===== src/rtl/seg_capture.sv =====
// Multiplexed 7-segment display snooper: qualifies stable seg/an pairs, latches the selected
// digit images, decodes them to hex and counts complete four-digit frames.
module seg_capture #(
    parameter int unsigned STABLE_CNT = 2
) (
    input  logic        CLK,
    input  logic        RST,
    input  logic [7:0]  seg,
    input  logic [3:0]  an,
    output logic [31:0] digits,
    output logic [15:0] hex_val,
    output logic [3:0]  hex_ok,
    output logic        frame_done,
    output logic [7:0]  frame_cnt
);

    localparam logic [3:0] CntMax  = 4'(STABLE_CNT);
    localparam logic [3:0] CntQual = 4'(STABLE_CNT - 1);

    typedef enum logic [1:0] {StTrack, StCommit, StHold} state_e;

    state_e      state_q, state_d;
    logic [11:0] smp_q;
    logic [3:0]  cnt_q, cnt_d;
    logic [31:0] digits_q, digits_d;
    logic [15:0] hex_q, hex_d;
    logic [3:0]  ok_q, ok_d;
    logic [3:0]  seen_q, seen_d;
    logic        done_q, done_d;
    logic [7:0]  fcnt_q, fcnt_d;

    logic [11:0] smp_in;
    logic        same;
    logic [3:0]  wr_mask;
    logic [3:0]  seen_or;
    logic [7:0]  img;
    logic [4:0]  dec;

    // Returns {legal, nibble} for a {a..g} pattern, a as MSB.
    function automatic logic [4:0] decode(input logic [6:0] g);
        case (g)
            7'h7E:   decode = 5'h10;
            7'h30:   decode = 5'h11;
            7'h6D:   decode = 5'h12;
            7'h79:   decode = 5'h13;
            7'h33:   decode = 5'h14;
            7'h5B:   decode = 5'h15;
            7'h5F:   decode = 5'h16;
            7'h70:   decode = 5'h17;
            7'h7F:   decode = 5'h18;
            7'h7B:   decode = 5'h19;
            7'h77:   decode = 5'h1A;
            7'h1F:   decode = 5'h1B;
            7'h4E:   decode = 5'h1C;
            7'h3D:   decode = 5'h1D;
            7'h4F:   decode = 5'h1E;
            7'h47:   decode = 5'h1F;
            default: decode = 5'h00;
        endcase
    endfunction

    always_comb begin
        smp_in  = {seg, an};
        same    = (smp_in == smp_q);
        cnt_d   = 4'd1;
        if (same) begin
            cnt_d = (cnt_q >= CntMax) ? CntMax : cnt_q + 4'd1;
        end

        state_d = state_q;
        wr_mask = 4'b0000;
        unique case (state_q)
            StTrack: begin
                if (same && (cnt_q == CntQual)) begin
                    state_d = StCommit;
                end
            end
            StCommit: begin
                // The registered pair is already qualified, so it is written on this edge.
                wr_mask = ~smp_q[3:0];
                state_d = same ? StHold : StTrack;
            end
            StHold: begin
                if (!same) begin
                    state_d = StTrack;
                end
            end
            default: state_d = StTrack;
        endcase

        img      = ~smp_q[11:4];
        dec      = decode(img[7:1]);
        digits_d = digits_q;
        hex_d    = hex_q;
        ok_d     = ok_q;
        for (int i = 0; i < 4; i++) begin
            if (wr_mask[i]) begin
                digits_d[8*i +: 8] = img;
                hex_d[4*i +: 4]    = dec[3:0];
                ok_d[i]            = dec[4];
            end
        end

        seen_or = seen_q | wr_mask;
        seen_d  = seen_or;
        fcnt_d  = fcnt_q;
        done_d  = 1'b0;
        if ((wr_mask != 4'b0000) && (seen_or == 4'hF)) begin
            seen_d = 4'h0;
            fcnt_d = fcnt_q + 8'd1;
            done_d = 1'b1;
        end
    end

    always_ff @(posedge CLK) begin
        if (RST) begin
            state_q  <= StTrack;
            smp_q    <= {8'hFF, 4'hF};
            cnt_q    <= 4'd0;
            digits_q <= '0;
            hex_q    <= '0;
            ok_q     <= '0;
            seen_q   <= '0;
            done_q   <= 1'b0;
            fcnt_q   <= '0;
        end else begin
            state_q  <= state_d;
            smp_q    <= smp_in;
            cnt_q    <= cnt_d;
            digits_q <= digits_d;
            hex_q    <= hex_d;
            ok_q     <= ok_d;
            seen_q   <= seen_d;
            done_q   <= done_d;
            fcnt_q   <= fcnt_d;
        end
    end

    assign digits     = digits_q;
    assign hex_val    = hex_q;
    assign hex_ok     = ok_q;
    assign frame_done = done_q;
    assign frame_cnt  = fcnt_q;

endmodule


===== config.mk =====
export PLATFORM = sky130hd
export DESIGN_NAME = seg_capture
export DESIGN_NICKNAME = d
export VERILOG_FILES = /design/src/rtl/seg_capture.sv
export SDC_FILE = /design/constraint.sdc
export NUM_CORES = 1
export LEC_CHECK = 0
export BUFFER_PORTS_ARGS = -buffer_cell sky130_fd_sc_hd__buf_4
export CELL_PAD_IN_SITES_DETAIL_PLACEMENT = 0
export CELL_PAD_IN_SITES_GLOBAL_PLACEMENT = 2
export CORE_ASPECT_RATIO = 1.2
export CORE_MARGIN = 2
export CORE_UTILIZATION = 32
export CTS_CLUSTER_DIAMETER = 50
export CTS_CLUSTER_SIZE = 10
export DETAILED_ROUTE_END_ITERATION = 8
export PLACE_DENSITY = 0.78
export SYNTH_ARGS = -nofsm -noshare
export SYNTH_HDL_FRONTEND = slang
export SYNTH_SLANG_ARGS = --single-unit

===== constraint.sdc =====
create_clock -name CLK -period 2 [get_ports CLK]
set_clock_uncertainty 0.1 [all_clocks]
set_input_delay 0.4 -clock CLK [delete_from_list [all_inputs] [get_ports CLK]]
set_output_delay 0.4 -clock CLK [all_outputs]
set_load 0.01 [all_outputs]

==> run metrics, run 1 <==
status=finished clean; kind of critical path=register to register; antenna violations before repair=0; via count normalized by instance count=5.09; worst endpoint required time=2.15 ns; post-synthesis share of cell area spent on xor and xnor gates=3.63%; aggregate routed wire length=9130 um; Crit Reg-Reg Startpoint=smp_q[9]; most common flop cell mapped by yosys=sky130_fd_sc_hd__dfxtp_1; worst IR drop on VDD=0.472 mV; global-route usage over all layers=16.0%; count of nets after finishing=466; TritonCTS clock tree=built; post-synthesis mux area share=0%; area growth from synthesis to final layout=33.6%; chain of cells forming the critical path=or3_1 > o32ai_2 > a211oi_1 > buf_4 > a211oi_1; commonest cells after routing, fill and taps aside=sky130_fd_sc_hd__buf_4, sky130_fd_sc_hd__dfxtp_1, sky130_fd_sc_hd__nor2_1; cell family with the largest share of critical-path delay=compound AO/OA/AOI/OAI gates; CP startpoint=smp_q[9]; final hold violations=0; post-synthesis share of cell area spent on and, or, nand and nor gates=22.4%; routed via count=2965; top cells by area in the synthesized netlist=sky130_fd_sc_hd__dfxtp_1, sky130_fd_sc_hd__a211oi_1, sky130_fd_sc_hd__nor2_1, sky130_fd_sc_hd__xnor2_1, sky130_fd_sc_hd__clkbuf_1; Net Count, Synth=382; Worst Setup Start Kind=register; Hold Worst Slack=0.168 ns; Worst path max stage delay=0.48 ns; maximum achievable frequency=544 MHz; maximum level of the CTS H-tree=3; share of Yosys cell area claimed by the top area cell type=49.1%; layout cells sized above 1=30.5%; I/O Pins=75; total setup buffers inserted after CTS=0; number of instances in the synthesized netlist=364; critical-path maximum fanout=11; maximum number of pins on one net before global-route repair=38; remaining routing DRC violations=0; chip width=97.8 um; power per standard cell area=743 nW/um^2; main combinational cell family by area after synthesis=simple AND/OR/NAND/NOR gates; detailed-placement wirelength estimate=6340 um; adder-cell share of the synthesized area=1.48%; Crit path arrival time=1.99 ns; number of buffers on the longest clock path=2; Die Area=11400 um^2; number of iterations in the first detailed-routing pass=4; Worst Slack Setup Final=0.162 ns; Port-buffer cells=74; CP most frequent cell=sky130_fd_sc_hd__a211oi_1; CTS Hold Buffers Added=0; CP max-delay cell=sky130_fd_sc_hd__or3_1; Wirelength per Cell=15.7 um; first-pass GRT wire length=14400 um; complex-gate fraction of the synthesized area=19.4%; PnR Total Power=0.00336 W; warnings from Yosys=0; number of global-route vias before repair=2710; final worst path period need=1.84 ns; Crit path buffers/inverters=1; placement-stage worst setup slack=-0.00834 ns; unrepaired setup endpoints after global routing=no; effective utilization at floorplan=32.5%; share of synthesized registers carrying an async set or reset=0%; total setup violations reported at the end of the flow=0; number of clock sinks=83; number of flops mapped to enable cells by yosys=0; Critical Path Sink Type=register; grt ovf=0; final core occ=43.4%; gp weighted congestion=0.856; Lkg Pwr=1.66 nW; core area=10400 um^2; root buffer cell=sky130_fd_sc_hd__clkbuf_16; part of the cycle the worst path needs=91.9%; max-slew violation total from the final report=0; start point of the worst min-delay path=seg[5]; clock transition at the registers of the reported paths=0.06 ns; Max-Cap Viols=0; die height=117 um; diode count=0; sequential share of the synthesized area=49.1%; row count=41; cell type with the largest total area after synthesis=sky130_fd_sc_hd__dfxtp_1; post-route standard cell area excluding fillers=4520 um^2; DRC violation total after the first TritonRoute iteration=118; cell area after synthesis=3380 um^2; Hold Path Class=input port to register; flip-flop and latch count after synthesis=83; distinct cell type count after synthesis=44; clock buffer count from CTS=9; standard cell area after detailed placement=4210 um^2; average size of a mapped cell=9.29 um^2; Antenna Nets Post-Route=0; most common cell after layout, fill and taps aside=sky130_fd_sc_hd__buf_4; worst skew pair latency=0.33 ns
-- worst register-to-register path, delay by kind of cell (launching register included) --
kind                   cells  cell delay (ns)
AOI/OAI and AO/OA          3             0.60
and+or+nand+nor            1             0.48
DFF                        1             0.41
buffers and inverters      1             0.16
-- synthesized netlist by cell type (4+ instances only) --
| cell type | number |
|---|---|
| sky130_fd_sc_hd__a211oi_1 | 46 |
| sky130_fd_sc_hd__or2_2 | 12 |
| sky130_fd_sc_hd__a21oi_1 | 14 |
| sky130_fd_sc_hd__o21ai_0 | 8 |
| sky130_fd_sc_hd__clkbuf_1 | 24 |
| sky130_fd_sc_hd__nor3_1 | 11 |
| sky130_fd_sc_hd__inv_1 | 5 |
| sky130_fd_sc_hd__nor2_1 | 61 |
| sky130_fd_sc_hd__nand4_1 | 6 |
| sky130_fd_sc_hd__dfxtp_1 | 83 |
| sky130_fd_sc_hd__o31ai_1 | 7 |
| sky130_fd_sc_hd__nor4_1 | 5 |
| sky130_fd_sc_hd__or3b_2 | 4 |
| sky130_fd_sc_hd__a311oi_1 | 8 |
| sky130_fd_sc_hd__or4_1 | 8 |
| sky130_fd_sc_hd__ha_1 | 4 |
| sky130_fd_sc_hd__xnor2_1 | 13 |
-- layer usage --
layer,vias to the layer above,wire length [um],GRT usage (%)
met2,68,4120,25.1
met3,14,412,3.41
met4,0,160,5.83
met1,1378,4430,21.9
met5,-,0,0
li1,1505,-,-
-- stage by stage --
stage	setup TNS, ns	instances
4_1_cts	-0.0392	581
2_1_floorplan	0	364
6_report	0	582
3_3_place_gp	0	565
5_1_grt	0	582
3_5_place_dp	-0.0253	565
-- power by group --
part / switching [W] / internal, W / leakage, nW
Sequential: 0.0000285 / 0.00167 / 0.672
Clock: 0.000647 / 0.000840 / 0.119
Combinational: 0.0000931 / 0.0000780 / 0.871
Total: 0.000769 / 0.00259 / 1.66
-- path summary, 6_finish.rpt --
path                            slack, ns  cells after the start      endpoint
worst max register to register       0.16                      5     hex_ok[3]
worst min register to register       0.38                      2  frame_cnt[7]
worst max-delay path                 0.16                      5     hex_ok[3]
worst min-delay path                 0.17                      2      smp_q[9]
-- cells by family (layout without fill, tap and decap cells) --
family,Yosys count,in the layout
flops,83,83
buf+inv,32,120
simple gates,138,138
fa+ha+maj,4,4
other cells,1,1
compound gates,92,93
xor+xnor,14,14
-- final cells by class --
class | count | area [um^2]
Inverter | 5 | 18.8
Timing Repair Buffer | 99 | 781
Sequential cell | 83 | 1660
Multi-Input combinational cell | 250 | 1630
Clock inverter | 4 | 27.5
Fill cell | 1041 | 5900
Clock buffer | 12 | 236
Tap cell | 129 | 161
-- state kept, by name (all words and copies together) (netlist names) --
signal and count:
cnt_q 4, digits 32, frame_cnt 8, frame_done 1, hex_ok 4, hex_val 16, seen_q 4, smp_q 12
state_q 2
-- repair_timing --
item                                    4_1_cts  5_1_grt
gates cloned                                  0        1
endpoints found under the setup margin        4       18
pin swaps                                     0        1
gates resized for setup                       0        5
No activity file was read; power rests on OpenSTA's default activity.
==> inputs of run 2 (changes only) <==
Settings changed: RECOVER_POWER set to 100.
==> run metrics, run 2 (synthesis results as in run 1) <==
Port-buffer cells=74 (unchanged); first-pass GRT wire length=14400 um (unchanged); area growth from synthesis to final layout=25.6%; Antenna Nets Post-Route=0 (unchanged); number of iterations in the first detailed-routing pass=4 (unchanged); detailed-placement wirelength estimate=6340 um (unchanged); commonest cells after routing, fill and taps aside=sky130_fd_sc_hd__dfxtp_1, sky130_fd_sc_hd__clkbuf_1, sky130_fd_sc_hd__nor2_1; Crit path arrival time=1.99 ns (about the same); Setup TNS=0 ns (unchanged); diode count=0 (unchanged); clock transition at the registers of the reported paths=0.06 ns (about the same); Crit Reg-Reg Startpoint=smp_q[9]; clock buffer count from CTS=9 (unchanged); gp weighted congestion=0.856 (unchanged); number of cells in the finished layout apart from fillers=582 (unchanged); Worst Setup Start Kind=register; layout cells sized above 1=15.9% (-15 points); global-route usage over all layers=16.0% (unchanged); root buffer cell=sky130_fd_sc_hd__clkbuf_16; status=finished clean; number of global-route vias before repair=2710 (unchanged); maximum level of the CTS H-tree=3 (unchanged); routed via count=2957 (-0.27%); worst-case reg-to-reg path depth=4 (-1); antenna violations before repair=0 (unchanged); max_slew headroom=46.5%; effective utilization at floorplan=32.5% (unchanged); CP startpoint=smp_q[9]; met1 demand-to-capacity share in global routing=21.9% (unchanged); Critical Path Sink Type=register; power per standard cell area=790 nW/um^2 (+6.4%); number of clock sinks=83 (unchanged); maximum achievable frequency=539 MHz (-0.88%); maximum number of pins on one net before global-route repair=38 (unchanged); count of nets after finishing=466 (unchanged); part of the cycle the worst path needs=92.7% (+0.82 points); final hold violations=0 (unchanged); Max-Cap Viols=0 (unchanged); worst IR drop on VDD=0.471 mV (about the same); unrepaired setup endpoints after global routing=no; worst endpoint required time=2.13 ns (-0.02 ns); core area=10400 um^2 (unchanged); remaining routing DRC violations=0 (unchanged); start point of the worst min-delay path=seg[5]; standard cell area after detailed placement=4210 um^2 (unchanged); die height=117 um (unchanged); Worst path max stage delay=0.56 ns (+0.08 ns); CP max-delay cell=sky130_fd_sc_hd__or4bb_1; met3 track demand over resource in global routing=3.41% (unchanged); global routing met2 resource utilization=25.1% (unchanged); flip-flop count of the largest register after layout=32 (unchanged); grt ovf=0 (unchanged); I/O Pins=75 (unchanged); max-slew violation total from the final report=0 (unchanged); critical-path maximum fanout=11 (unchanged); final worst path period need=1.85 ns (+0.0163 ns); via count normalized by instance count=5.08 (-0.27%); most common cell after layout, fill and taps aside=sky130_fd_sc_hd__dfxtp_1; total setup buffers inserted after CTS=0 (unchanged); Die Area=11400 um^2 (unchanged); Lkg Pwr=1.39 nW (-16%); chain of cells forming the critical path=or4bb_1 > o22ai_1 > a21oi_1 > a311oi_1; aggregate routed wire length=9200 um (+0.79%); worst hold path depth=2 (unchanged); kind of critical path=register to register; chip width=97.8 um (unchanged); Hold Path Class=input port to register; total setup violations reported at the end of the flow=0 (unchanged); Wirelength per Cell=15.8 um (+0.79%); worst skew pair latency=0.33 ns (about the same); number of buffers on the longest clock path=2 (unchanged); global route hottest layer=met2; post-route standard cell area excluding fillers=4250 um^2 (-6.0%); final core occ=40.8% (-2.6 points); DRC violation total after the first TritonRoute iteration=113 (-4.2%); dpl cells=565 (unchanged); transition time of the tightest slew-check pin=0.802 ns; TritonCTS clock tree=built; PnR Total Power=0.00335 W (about the same); row count=41 (unchanged)
-- run 2: changes by cell type in the layout (fill, tap and decap cells not counted) --
| cell | delta |
|---|---|
| sky130_fd_sc_hd__nor3b_2 | -2 |
| sky130_fd_sc_hd__o2111ai_4 | -1 |
| sky130_fd_sc_hd__clkbuf_2 | +3 |
| sky130_fd_sc_hd__buf_4 | -66 |
| sky130_fd_sc_hd__o2111ai_1 | +1 |
| sky130_fd_sc_hd__nor3b_1 | +2 |
| sky130_fd_sc_hd__clkbuf_1 | +63 |
-- run 2: power by group --
part	total (W)	switching (W)	internal, W
sequential	0.00170	0.0000279	0.00167
clock	0.00149	0.000650	0.000840
combinational	0.000168	0.0000920	0.0000760
-- run 2: worst paths after layout --
kind / slack, ns / to
worst max-delay path: 0.15 / hex_val[4]
worst min register to register: 0.38 / frame_cnt[7]
worst min-delay path: 0.17 / smp_q[9]
worst max register to register: 0.15 / hex_val[4]
-- run 2: per-layer routing --
metal  wire, um  part of all wire (%)
met5          0                     0
met4        148                   1.6
met3        377                   4.1
met2       4150                    45
met1       4530                    49
-- run 2: layout make-up --
| cell class | count | area (um^2) |
|---|---|---|
| Multi-Input combinational cell | 250 | 1600 |
| Clock buffer | 12 | 236 |
| Clock inverter | 4 | 27.5 |
| Fill cell | 1103 | 6170 |
| Tap cell | 129 | 161 |
| Timing Repair Buffer | 99 | 537 |
| Sequential cell | 83 | 1660 |
| Inverter | 5 | 18.8 |
-- run 2: what timing repair did --
action,in CTS,in global routing
gates cloned,0,1
hold buffers,0,0
setup endpoints to repair,4,18
gates resized for setup,0,5
pin swaps,0,1
-- run 2: per-stage QoR --
step	hold WS, ns	setup WS, ns
CTS	0.155	-0.0118
floorplan	0.364	0.231
detailed placement	0.377	-0.00834
finish	0.169	0.146
global route	0.163	0.00316
global placement	0.369	0.0283
-- run 2: worst max-delay path, delay by kind of cell (launching register included) --
kind,cells,cell delay [ns]
AOI/OAI and AO/OA,3,0.68
and+or+nand+nor,1,0.56
DFF,1,0.41
